File: config.mk
export PLATFORM = sky130hd
export DESIGN_NAME = filt_dec_oup
export DESIGN_NICKNAME = d
export VERILOG_FILES = /design/src/rtl/filt_pkg.sv /design/src/rtl/dsp_rnd_sat.sv /design/src/rtl/filt_dec_oup.sv
export SDC_FILE = /design/constraint.sdc
export NUM_CORES = 1
export LEC_CHECK = 0
export ABC_CLOCK_PERIOD_IN_PS = 1150
export CORE_AREA = 2 2 69 71
export CTS_CLUSTER_SIZE = 14
export DETAILED_ROUTE_END_ITERATION = 10
export DIE_AREA = 0 0 71 73
export GPL_TIMING_DRIVEN = 0
export MAX_ROUTING_LAYER = met4
export PLACE_DENSITY = 0.74
export RECOVER_POWER = 25
export SLEW_MARGIN = 20
export SYNTH_ARGS = -nofsm -noshare
export SYNTH_HDL_FRONTEND = slang
export SYNTH_SLANG_ARGS = --single-unit
File: constraint.sdc
create_clock -name i_clk -period 1.15 [get_ports i_clk]
set_input_delay 0.23 -clock i_clk [delete_from_list [all_inputs] [get_ports i_clk]]
set_output_delay 0.23 -clock i_clk [all_outputs]
set_load 0.05 [all_outputs]
File: src/rtl/filt_pkg.sv
// Shared defaults and fixed-point helpers for the filt_* chain.
// Helpers work on a 64-bit signed carrier so any supported width fits without wrap.
package filt_pkg;

   localparam int c_inp_width  = 24;
   localparam int c_oup_width  = 16;
   localparam int c_lsb_drop   = 6;
   localparam int c_dec_factor = 4;
   localparam int c_dec_phase  = 0;

   typedef logic signed [63:0] wide_t;

   // Round half up: add half an output LSB, then floor via arithmetic shift.
   function automatic wide_t rnd_half_up(input wide_t value, input int lsb_drop);
      wide_t bias;
      if (lsb_drop == 0) begin
         return value;
      end
      bias = wide_t'(1) <<< (lsb_drop - 1);
      return (value + bias) >>> lsb_drop;
   endfunction

   function automatic wide_t sat_max(input int width);
      return (wide_t'(1) <<< (width - 1)) - wide_t'(1);
   endfunction

   function automatic wide_t sat_min(input int width);
      return -sat_max(width) - wide_t'(1);
   endfunction

   function automatic wide_t sat_clamp(input wide_t value, input int width);
      if (value > sat_max(width)) begin
         return sat_max(width);
      end
      if (value < sat_min(width)) begin
         return sat_min(width);
      end
      return value;
   endfunction

   function automatic logic sat_ovf(input wide_t value, input int width);
      return (value > sat_max(width)) || (value < sat_min(width));
   endfunction

endpackage

File: src/rtl/dsp_rnd_sat.sv
// Combinational round-half-up plus saturate with a clamp indicator.
// With gp_lsb_drop=0 it acts as a pure saturator.
module dsp_rnd_sat
   import filt_pkg::*;
#(
   parameter int gp_inp_width = c_inp_width,
   parameter int gp_oup_width = c_oup_width,
   parameter int gp_lsb_drop  = c_lsb_drop
) (
   input  logic signed [gp_inp_width-1:0] i_data,
   output logic signed [gp_oup_width-1:0] o_data,
   output logic                           o_ovf
);

   wide_t rnd_value;

   assign rnd_value = rnd_half_up(wide_t'(i_data), gp_lsb_drop);
   assign o_data    = gp_oup_width'(sat_clamp(rnd_value, gp_oup_width));
   assign o_ovf     = sat_ovf(rnd_value, gp_oup_width);

endmodule

File: src/rtl/filt_dec_oup.sv
// Decimating output stage after filt_fir: keep one sample in M, round, saturate,
// emit a one-cycle valid strobe and a sticky overflow flag.
module filt_dec_oup
   import filt_pkg::*;
#(
   parameter int gp_inp_width  = c_inp_width,
   parameter int gp_oup_width  = c_oup_width,
   parameter int gp_lsb_drop   = c_lsb_drop,
   parameter int gp_dec_factor = c_dec_factor,
   parameter int gp_dec_phase  = c_dec_phase
) (
   input  logic                           i_clk,
   input  logic                           i_rst_an,
   input  logic                           i_ena,
   input  logic signed [gp_inp_width-1:0] i_data,
   input  logic                           i_clr_ovf,
   output logic signed [gp_oup_width-1:0] o_data,
   output logic                           o_valid,
   output logic                           o_ovf
);

   localparam int rnd_width = gp_inp_width - gp_lsb_drop + 1;
   localparam int cnt_width = (gp_dec_factor > 1) ? $clog2(gp_dec_factor) : 1;
   localparam logic [cnt_width-1:0] phase_last = cnt_width'(gp_dec_factor - 1);
   localparam logic [cnt_width-1:0] phase_keep = cnt_width'(gp_dec_phase);

   if (gp_lsb_drop < 0 || gp_oup_width < 2 || gp_lsb_drop + gp_oup_width > gp_inp_width) begin : g_bad_width
      $error("filt_dec_oup: need 0 <= gp_lsb_drop and gp_lsb_drop + gp_oup_width <= gp_inp_width");
   end
   if (gp_dec_factor < 1) begin : g_bad_factor
      $error("filt_dec_oup: gp_dec_factor must be >= 1");
   end
   if (gp_dec_phase < 0 || gp_dec_phase >= gp_dec_factor) begin : g_bad_phase
      $error("filt_dec_oup: gp_dec_phase must be in 0..gp_dec_factor-1");
   end

   logic [cnt_width-1:0]           phase_reg;
   logic [cnt_width-1:0]           phase_next;
   logic                           keep;
   logic signed [rnd_width-1:0]    rnd_next;
   logic signed [rnd_width-1:0]    rnd_reg;
   logic                           vld1_reg;
   logic signed [gp_oup_width-1:0] sat_data;
   logic                           sat_clip;
   logic signed [gp_oup_width-1:0] data_reg;
   logic                           valid_reg;
   logic                           ovf_reg;

   always_comb begin
      keep       = i_ena && (phase_reg == phase_keep);
      phase_next = phase_reg;
      if (i_ena) begin
         phase_next = (phase_reg == phase_last) ? '0 : phase_reg + 1'b1;
      end
   end

   // One extra bit of headroom means the rounding bias can never wrap.
   assign rnd_next = rnd_width'(rnd_half_up(wide_t'(i_data), gp_lsb_drop));

   dsp_rnd_sat #(
      .gp_inp_width (rnd_width),
      .gp_oup_width (gp_oup_width),
      .gp_lsb_drop  (0)
   ) u_sat (
      .i_data (rnd_reg),
      .o_data (sat_data),
      .o_ovf  (sat_clip)
   );

   always_ff @(posedge i_clk or negedge i_rst_an) begin
      if (!i_rst_an) begin
         phase_reg <= '0;
         rnd_reg   <= '0;
         vld1_reg  <= 1'b0;
         data_reg  <= '0;
         valid_reg <= 1'b0;
         ovf_reg   <= 1'b0;
      end else begin
         phase_reg <= phase_next;
         vld1_reg  <= keep;
         if (keep) begin
            rnd_reg <= rnd_next;
         end
         valid_reg <= vld1_reg;
         if (vld1_reg) begin
            data_reg <= sat_data;
         end
         // A new clamp outranks a simultaneous clear request.
         if (vld1_reg && sat_clip) begin
            ovf_reg <= 1'b1;
         end else if (i_clr_ovf) begin
            ovf_reg <= 1'b0;
         end
      end
   end

   assign o_data  = data_reg;
   assign o_valid = valid_reg;
   assign o_ovf   = ovf_reg;

endmodule

# Word-level counts from Yosys, hierarchy flattened
# Index checks and enable logic that the tools add are counted.
# Widths: inputs -> output; s select.
[totals]
ff_bits = 40
in_bits = 28
output_inout_bits = 18
word_cells = 26
[op_classes]
add_sub_neg = 2
n_lt_le_gt_ge = 2
n_eq_ne = 1
n_mux = 10
n_reduce_logical = 5
[ops]
columns = ["cell", "n"]
rows = [
  ["$mux 16", 4],
  ["$add 24x7->25 const B", 1],
  ["$gt 19x16->1 const B", 1],
  ["$lt 19x16->1 const B", 1],
  ["$mux 1", 5],
  ["$add 2x1->2 const B", 1],
  ["$eq 2x2->1 const B", 1],
  ["$logic_and 1x1->1", 2],
  ["$logic_not 2->1", 1],
  ["$mux 2", 1],
  ["$reduce_bool 2->1", 1],
  ["$logic_or 1x1->1", 1],
]

# Depth between registers and ports, before layout
# Gate-level depths: netlist (run 1).
[logic_depth]
word_depth = 5
mapped_depth = 6
ltp_nobuf = 6

# Modules after synthesis
# Synthesis (run 1) repeated with hierarchy kept, for this count alone.
[unflattened]
cells_unflattened = 228
hier_area_um2 = 2199.6
[modules_own_cells]
columns = ["mod", "instances", "cells_each", "area_per_inst_um2", "seq_area_each_um2"]
rows = [
  ["filt_dec_oup", 1, 169, 1816.7, 1001.0],
  ["dsp_rnd_sat", 1, 59, 382.9, 0.0],
]

# Least setup slack after synthesis (run 1)
# Ideal clock, no wire load.
[synth_timing]
path_type = "input -> register"
from = "input i_data[5]"
to = "register rnd_reg[13]"
setup_ps = 131
arrival_time_ps = 1136
t_required_ps = 1019
slack_ps = -117
path_stages = 5
n_path_buf = 0
cell_sequence = "ha_1 -> nand4_1 -> nor4_1 -> xnor2_1 -> o21ai_1"
[synth_via]
elab_chain_len = 1
[synth_rtl]
columns = ["element", "line", "text"]
rows = [
  ["start, declared", "filt_dec_oup.sv:15", "input logic signed [gp_inp_width-1:0] i_data,"],
  ["$add 24x7->25", "filt_pkg.sv:20", "return (value + bias) >>> lsb_drop;"],
  ["end signal, assigned", "filt_dec_oup.sv:82", "rnd_reg <= rnd_next;"],
  ["end, declared", "filt_dec_oup.sv:41", "logic signed [rnd_width-1:0] rnd_reg;"],
]
# No other way between the ends.
# A chain may end at the register's enable or synchronous reset.

# Worst setup path after layout (run 1)
[layout_timing]
from = "register phase_reg[0]"
to = "register rnd_reg[18]"
[layout_via]
elab_chain_len = 2
[layout_rtl]
columns = ["element", "line", "text"]
rows = [
  ["start, declared", "filt_dec_oup.sv:37", "logic [cnt_width-1:0] phase_reg;"],
  ["start signal, assigned", "filt_dec_oup.sv:79", "phase_reg <= phase_next;"],
  ["$logic_not 2->1", "filt_dec_oup.sv:50", "keep = i_ena && (phase_reg == phase_keep);"],
  ["$logic_and 1x1->1", "filt_dec_oup.sv:50", ""],
]
# No other way between the ends.

==> results.json, run 1 <==
{
  "critical_path_class": "flop to flop",
  "syn_area_per_cell_um2": 9.41,
  "initial_core_util_pct": 42.1,
  "ant_nets": 0,
  "cp.depth": 5,
  "dp.final_hpwl_um": 2930,
  "rr_endpoint": "rnd_reg[18]",
  "crit_slowest_cell": "dfrtp_1",
  "worstReg2RegStart": "phase_reg[0]",
  "via_per_inst": 5.28,
  "drv_slew": 0,
  "fin_tns_setup_ns": -1.19,
  "crit_fanout": 6,
  "crit_path_start_kind": "flop",
  "rows": 25,
  "cts_sinks": 40,
  "endpoint_kind": "flop",
  "p_comb_share_pct": 54.0,
  "drtIter0Drc": 108,
  "power_density_nw_per_um2": 2540,
  "grt_max_degree": 28,
  "worstPathCellList": "inv_2 -> ha_4 -> nand2_8 -> buf_8 -> a22o_1",
  "grt_pass1_vias": 1712,
  "htree_levels": 2,
  "dr_total_vias": 1754,
  "die_x_um": 71,
  "synth_edf_count": 0,
  "ys_ff_latch": 40,
  "drcViolationCount": 0,
  "fin_ws_ns": -0.108,
  "setup_viol": 27,
  "synth_cell_types": 31,
  "insertion_delay_ns": 0.30,
  "hold_violations": 0,
  "synth-seq-area-share_pct": 52.4,
  "grt_pass1_wl_um": 8190,
  "p_sw_mw": 3.59,
  "postLayoutCoreUtil_pct": 67.5,
  "critical-path-max-stage-delay_ns": 0.40,
  "area_growth_pct": 60.4,
  "slew_headroom_pct": 67.0,
  "synth_ff_type": "dfrtp_1",
  "p_int_mw": 4.19,
  "port_buffers": 40,
  "ys.warnings.count": 0,
  "layout-drive-gt1-share_pct": 45.3,
  "finClkSkew_ns": 0.00254,
  "syn-cell-area_um2": 1910,
  "synthesis.nets": 234,
  "async_flop_share_pct": 100,
  "wirelength_um": 5130,
  "numCtsBuffers": 5,
  "place_congestion": 0.806,
  "grt_overflow": 0,
  "design.portCount": 46,
  "peakVddDrop_uv": 891,
  "clockBufferDepth": 2,
  "cts_tree": "done",
  "core-area_um2": 4540,
  "syn_inst": 203,
  "grt.total_usage_pct": 21.2,
  "holdCritPathClass": "input port to flop",
  "cp_data_required_time_ns": 1.35,
  "p_leak_nw": 1.33,
  "violations": "setup timing",
  "max_freq_ghz": 0.795,
  "tightest_slew_ns": 0.495,
  "path_clk_slew_ns": 0.08,
  "min_period_over_period_pct": 109,
  "max_cap_violations": 0,
  "largest_reg_flops": 19,
  "root_buffer": "clkbuf_8",
  "cp_num_buf_inv": 2,
  "n_antenna_cell": 0,
  "post-route-min-period_ns": 1.26,
  "ff2ff_path_depth": 5,
  "nNetsFinal": 308,
  "status": "finished with violations",
  "rsz0062_at_grt": "true",
  "worstHoldEndpoint": "rnd_reg[6]",
  "cp_top_family": "flip-flops",
  "switching_share_pct": 46.1,
  "antenna_found_initial": 0,
  "die_area_um2": 5180,
  "dr.pass1.iters": 4,
  "hold_depth": 3,
  "cp.arrival_ns": 1.45,
  "clkPwrFrac_pct": 12.4,
  "hp-start": "i_data[12]",
  "die_h_um": 73,
  "seqPwrFrac_pct": 33.5,
  "reg2reg_slack_ns": -0.11,
  "wl_per_cell_um": 15.5
}
==> Yosys cell counts, types with 2 or more instances <==
cell      instances  area (µm²)
a21oi_1          30         150
clkbuf_1          8        30.0
dfrtp_1          40        1000
ha_1              3        37.5
inv_1             7        26.3
mux2_2            2        22.5
nand2_1          26        97.6
nand3_1           6        30.0
nand4_1           3        18.8
nor2_1           21        78.8
nor3_1            5        25.0
nor4_1            4        25.0
o21ai_0          15        75.1
o21ai_1           4        20.0
xnor2_1          10        87.6
xor2_1            4        35.0
==> layout make-up <==
class	instances	area, µm²
inverters	7	28.8
plain buffers	8	104
fillers	348	1470
clock inverters	3	23.8
well taps	54	67.6
repair buffers	66	567
clock buffers	5	68.8
flip-flops and latches	40	1000
multi-input cells	149	1200
==> power groups by stage <==
stage	Sequential (mW)	Clock, mW	Combinational [mW]
floorplan	3.28	0	1.19
global placement	2.43	0	2.97
detailed placement	2.45	0	3.02
CTS	2.45	0.966	3.53
global route	2.68	1.04	4.50
finish	2.61	0.967	4.20
==> metrics by stage <==
stage | cells | instance area, µm² | setup slack [ns] | total power, mW | hold WS [ns]
3_5_place_dp | 298 | 2440 | -0.864 | 5.47 | 0.149
5_1_grt | 332 | 3060 | -0.142 | 8.23 | 0.292
6_report | 332 | 3060 | -0.108 | 7.78 | 0.272
4_1_cts | 325 | 2840 | -0.0896 | 6.95 | 0.346
2_1_floorplan | 203 | 1960 | -0.0592 | 4.47 | -0.0656
3_3_place_gp | 297 | 2420 | -1.07 | 5.40 | 0.468
==> worst max path at each step <==
stage / slack [ns] / startpoint / end
finish: -0.11 / phase_reg[0] / rnd_reg[18]
global route: -0.14 / phase_reg[0] / rnd_reg[0]
CTS: -0.09 / phase_reg[1] / rnd_reg[18]
detailed placement: -0.86 / i_data[5] / rnd_reg[13]
global placement: -1.07 / i_rst_an / phase_reg[0]
floorplan: -0.06 / i_data[5] / rnd_reg[13]
==> logic make-up (layout without fill, tap and decap cells) <==
kind of cell               after synthesis  count (layout)  synth area share, %
and+or+nand+nor                         74              75                 19.6
AOI/OAI and AO/OA                       54              54                 14.9
DFF                                     40              40                 52.4
buffers and inverters                   15              89                 2.95
xor gates and xnor gates                14              14                 6.42
adders and majority gates                3               3                 1.97
muxes                                    3               3                 1.70
==> layer usage <==
metal  vias to the layer above  track usage, %  share of wire (%)
met5                         -               -                  0
met4                         0            9.64                1.8
met3                         7            4.01                3.3
met2                        37            35.2                 52
met1                       859            25.2                 42
li1                        851               -                  -
==> worst min-delay path: cells and delay by family <==
kind / cells / cell delay, ns
AO/OA/AOI/OAI: 1 / 0.05
XOR/XNOR: 1 / 0.13
buffers and inverters: 1 / 0.13
==> repair_timing <==
item | 4_1_cts | 5_1_grt
endpoints found under the hold margin | 13 | 0
endpoints found under the setup margin | 49 | 41
gates resized for setup | 188 | 74
hold buffers | 1 | 0
gates cloned | 5 | 0
pin swaps | 14 | 29
buffers inserted | 13 | 7
==> layout by cell type, fill, tap and decap left out, types with 3 or more instances in the layout <==
master | synthesis | final
o21ai_2 | 0 | 4
clkdlybuf4s50_1 | 0 | 3
a21oi_2 | 0 | 12
buf_2 | 0 | 7
o21ai_1 | 4 | 10
buf_8 | 0 | 6
clkbuf_8 | 0 | 5
o21ai_0 | 15 | 4
xnor2_1 | 10 | 10
nand4_1 | 3 | 3
nand2_2 | 0 | 5
nand2_1 | 26 | 13
nor2_1 | 21 | 18
xor2_1 | 4 | 4
clkbuf_4 | 0 | 4
buf_12 | 0 | 4
dfrtp_1 | 40 | 39
buf_4 | 0 | 28
dlygate4sd2_1 | 0 | 7
nor3_1 | 5 | 3
clkbuf_2 | 0 | 6
a21oi_1 | 30 | 16
inv_1 | 7 | 4
buf_6 | 0 | 4
nor3_4 | 1 | 3
nand2_4 | 0 | 8
nor4_4 | 0 | 4
nand3_1 | 6 | 3
(Power assumes the default switching activity.)
==> inputs of run 2 (changes only) <==
--- a/config.mk
+++ b/config.mk
@@ -18,3 +18,4 @@
 export SYNTH_ARGS = -nofsm -noshare
 export SYNTH_HDL_FRONTEND = slang
 export SYNTH_SLANG_ARGS = --single-unit
+export TNS_END_PERCENT = 10
==> results.json, run 2 (synthesis results as in run 1) <==
{
  "status": "finished with violations",
  "violations": "setup timing",
  "post-route-min-period_ns": 1.25,
  "grt_pass1_vias": 1636,
  "port_buffers": 40,
  "largest_reg_flops": 19,
  "numCtsBuffers": 5,
  "worstReg2RegStart": "rnd_reg[17]",
  "layout_commonest_cell": "dfrtp_1",
  "n_antenna_cell": 0,
  "holdCritPathClass": "input port to flop",
  "p_sw_mw": 3.36,
  "critical-path-max-stage-delay_ns": 0.43,
  "antenna_found_initial": 0,
  "peakVddDrop_uv": 889,
  "finClkSkew_ns": 0.00645,
  "via_per_inst": 5.15,
  "tightest_slew_ns": 0.361,
  "clockBufferDepth": 2,
  "place_ws_ns": -0.822,
  "cp-startpoint": "rnd_reg[17]",
  "grt_overflow": 0,
  "core-area_um2": 4540,
  "cp_num_buf_inv": 1,
  "crit_slowest_cell": "dfrtp_1",
  "wirelength_um": 4640,
  "cts_sinks": 40,
  "dr.pass1.iters": 4,
  "drtIter0Drc": 101,
  "rsz0062_at_grt": "true",
  "rows": 25,
  "nNetsFinal": 293,
  "fin_tns_setup_ns": -1.19,
  "dp.final_hpwl_um": 2980,
  "p_int_mw": 4.07,
  "setup_viol": 17,
  "cp_data_required_time_ns": 1.33,
  "grt.total_usage_pct": 19.3,
  "ff2ff_path_depth": 5,
  "hp-start": "i_data[12]",
  "insertion_delay_ns": 0.30,
  "p_comb_share_pct": 50.1,
  "clkPwrFrac_pct": 15.8,
  "root_buffer": "clkbuf_8",
  "drv_slew": 0,
  "switching_share_pct": 45.2,
  "ant_nets": 0,
  "crit_fanout": 8,
  "fin_ws_ns": -0.101,
  "worstPathCellList": "nor3_4 -> nor2_4 -> clkbuf_16 -> a21oi_4 -> a21oi_2",
  "die_x_um": 71,
  "cp.arrival_ns": 1.43,
  "wl_per_cell_um": 14.6,
  "area_growth_pct": 50.4,
  "endpoint_kind": "flop",
  "seqPwrFrac_pct": 34.1,
  "grt_pass1_wl_um": 7660,
  "reg2reg_slack_ns": -0.10,
  "power_density_nw_per_um2": 2590,
  "die_h_um": 73,
  "min_period_over_period_pct": 109,
  "cp.depth": 5,
  "hold_violations": 0,
  "initial_core_util_pct": 42.1,
  "slew_headroom_pct": 75.9,
  "htree_levels": 2,
  "place_congestion": 0.776,
  "crit_path_start_kind": "flop",
  "cp-endpoint": "o_data[13]",
  "cts_tree": "done",
  "rr_endpoint": "o_data[13]",
  "layout-drive-gt1-share_pct": 38.0,
  "dr_total_vias": 1633,
  "design.portCount": 46,
  "cp_top_family": "flip-flops",
  "p_leak_nw": 1.24,
  "layout_common_cells": "dfrtp_1 (40), nand2_1 (23), nor2_1 (19)",
  "critical_path_class": "flop to flop",
  "die_area_um2": 5180,
  "max_freq_ghz": 0.800,
  "max_cap_violations": 0,
  "path_clk_slew_ns": 0.08,
  "grt_max_degree": 28,
  "drcViolationCount": 0
}
## run 2: cell types whose count changed in the layout (fill, tap and decap cells not counted), sizes merged
cell / previous run / this run
dlygate4sd2: 7 / 6
inv: 7 / 8
clkinv: 1 / 0
clkdlybuf4s50: 3 / 4
bufinv: 0 / 1
clkinvlp: 2 / 1
buf: 49 / 30
clkbuf: 17 / 18
nand2: 27 / 26
clkdlybuf4s15: 2 / 6
## run 2: how the worst min path moves through the flow
stage	end	slack [ns]	cells past startpoint
2_1_floorplan	o_data[0]	-0.07	0
3_5_place_dp	o_data[5]	0.14	1
6_report	rnd_reg[6]	0.30	3
5_1_grt	rnd_reg[6]	0.30	3
4_1_cts	rnd_reg[0]	0.35	3
3_3_place_gp	rnd_reg[10]	0.47	2
## run 2: layout make-up
cell class / count / area (µm²)
fill: 374 / 1660
multi-input combinational: 148 / 1140
sequential: 40 / 1000
timing repair buffer: 52 / 433
buffer: 8 / 86.3
clock buffer: 5 / 68.8
tap: 54 / 67.6
clock inverter: 3 / 46.3
inverter: 7 / 26.3
## run 2: metrics by stage
stage / hold WS (ns) / cell area [µm²] / std cells / power (mW) / utilization (%)
finish: 0.297 / 2870 / 317 / 7.43 / 63.3
global route: 0.297 / 2870 / 317 / 7.88 / 63.3
CTS: 0.349 / 2800 / 315 / 6.92 / 61.8
detailed placement: 0.142 / 2420 / 298 / 5.44 / 53.5
global placement: 0.467 / 2410 / 297 / 5.36 / 53.1
floorplan: -0.0656 / 1940 / 203 / 4.44 / -
## run 2: worst register-to-register path, cell delays in order, from the launching register on
cell	delay (ns)
dfrtp_1	0.43
nor3_4	0.24
nor2_4	0.10
clkbuf_16	0.18
a21oi_4	0.12
a21oi_2	0.07
## run 2: routing by layer
layer	GRT usage, %	up-vias	routed length (µm)
li1	-	822	-
met1	25.3	765	2100
met2	30.2	38	2300
met3	3.31	8	166
met4	7.55	0	83
met5	-	-	0
## run 2: power by group through the flow
stage,registers [mW],logic (mW),clock network (mW)
after CTS,2.46,3.27,1.19
after global placement,2.41,2.95,0
after detailed placement,2.44,3.00,0
after global routing,2.62,4.00,1.26
final,2.53,3.72,1.18
after floorplan,3.27,1.17,0
## run 2: timing repair
action | in CTS | in global routing
hold buffers | 1 | 0
cloned | 0 | 1
gates resized for setup | 158 | 52
endpoints found under the setup margin | 49 | 46
pin swaps | 17 | 7
buffers inserted | 8 | 1
endpoints found under the hold margin | 13 | 0
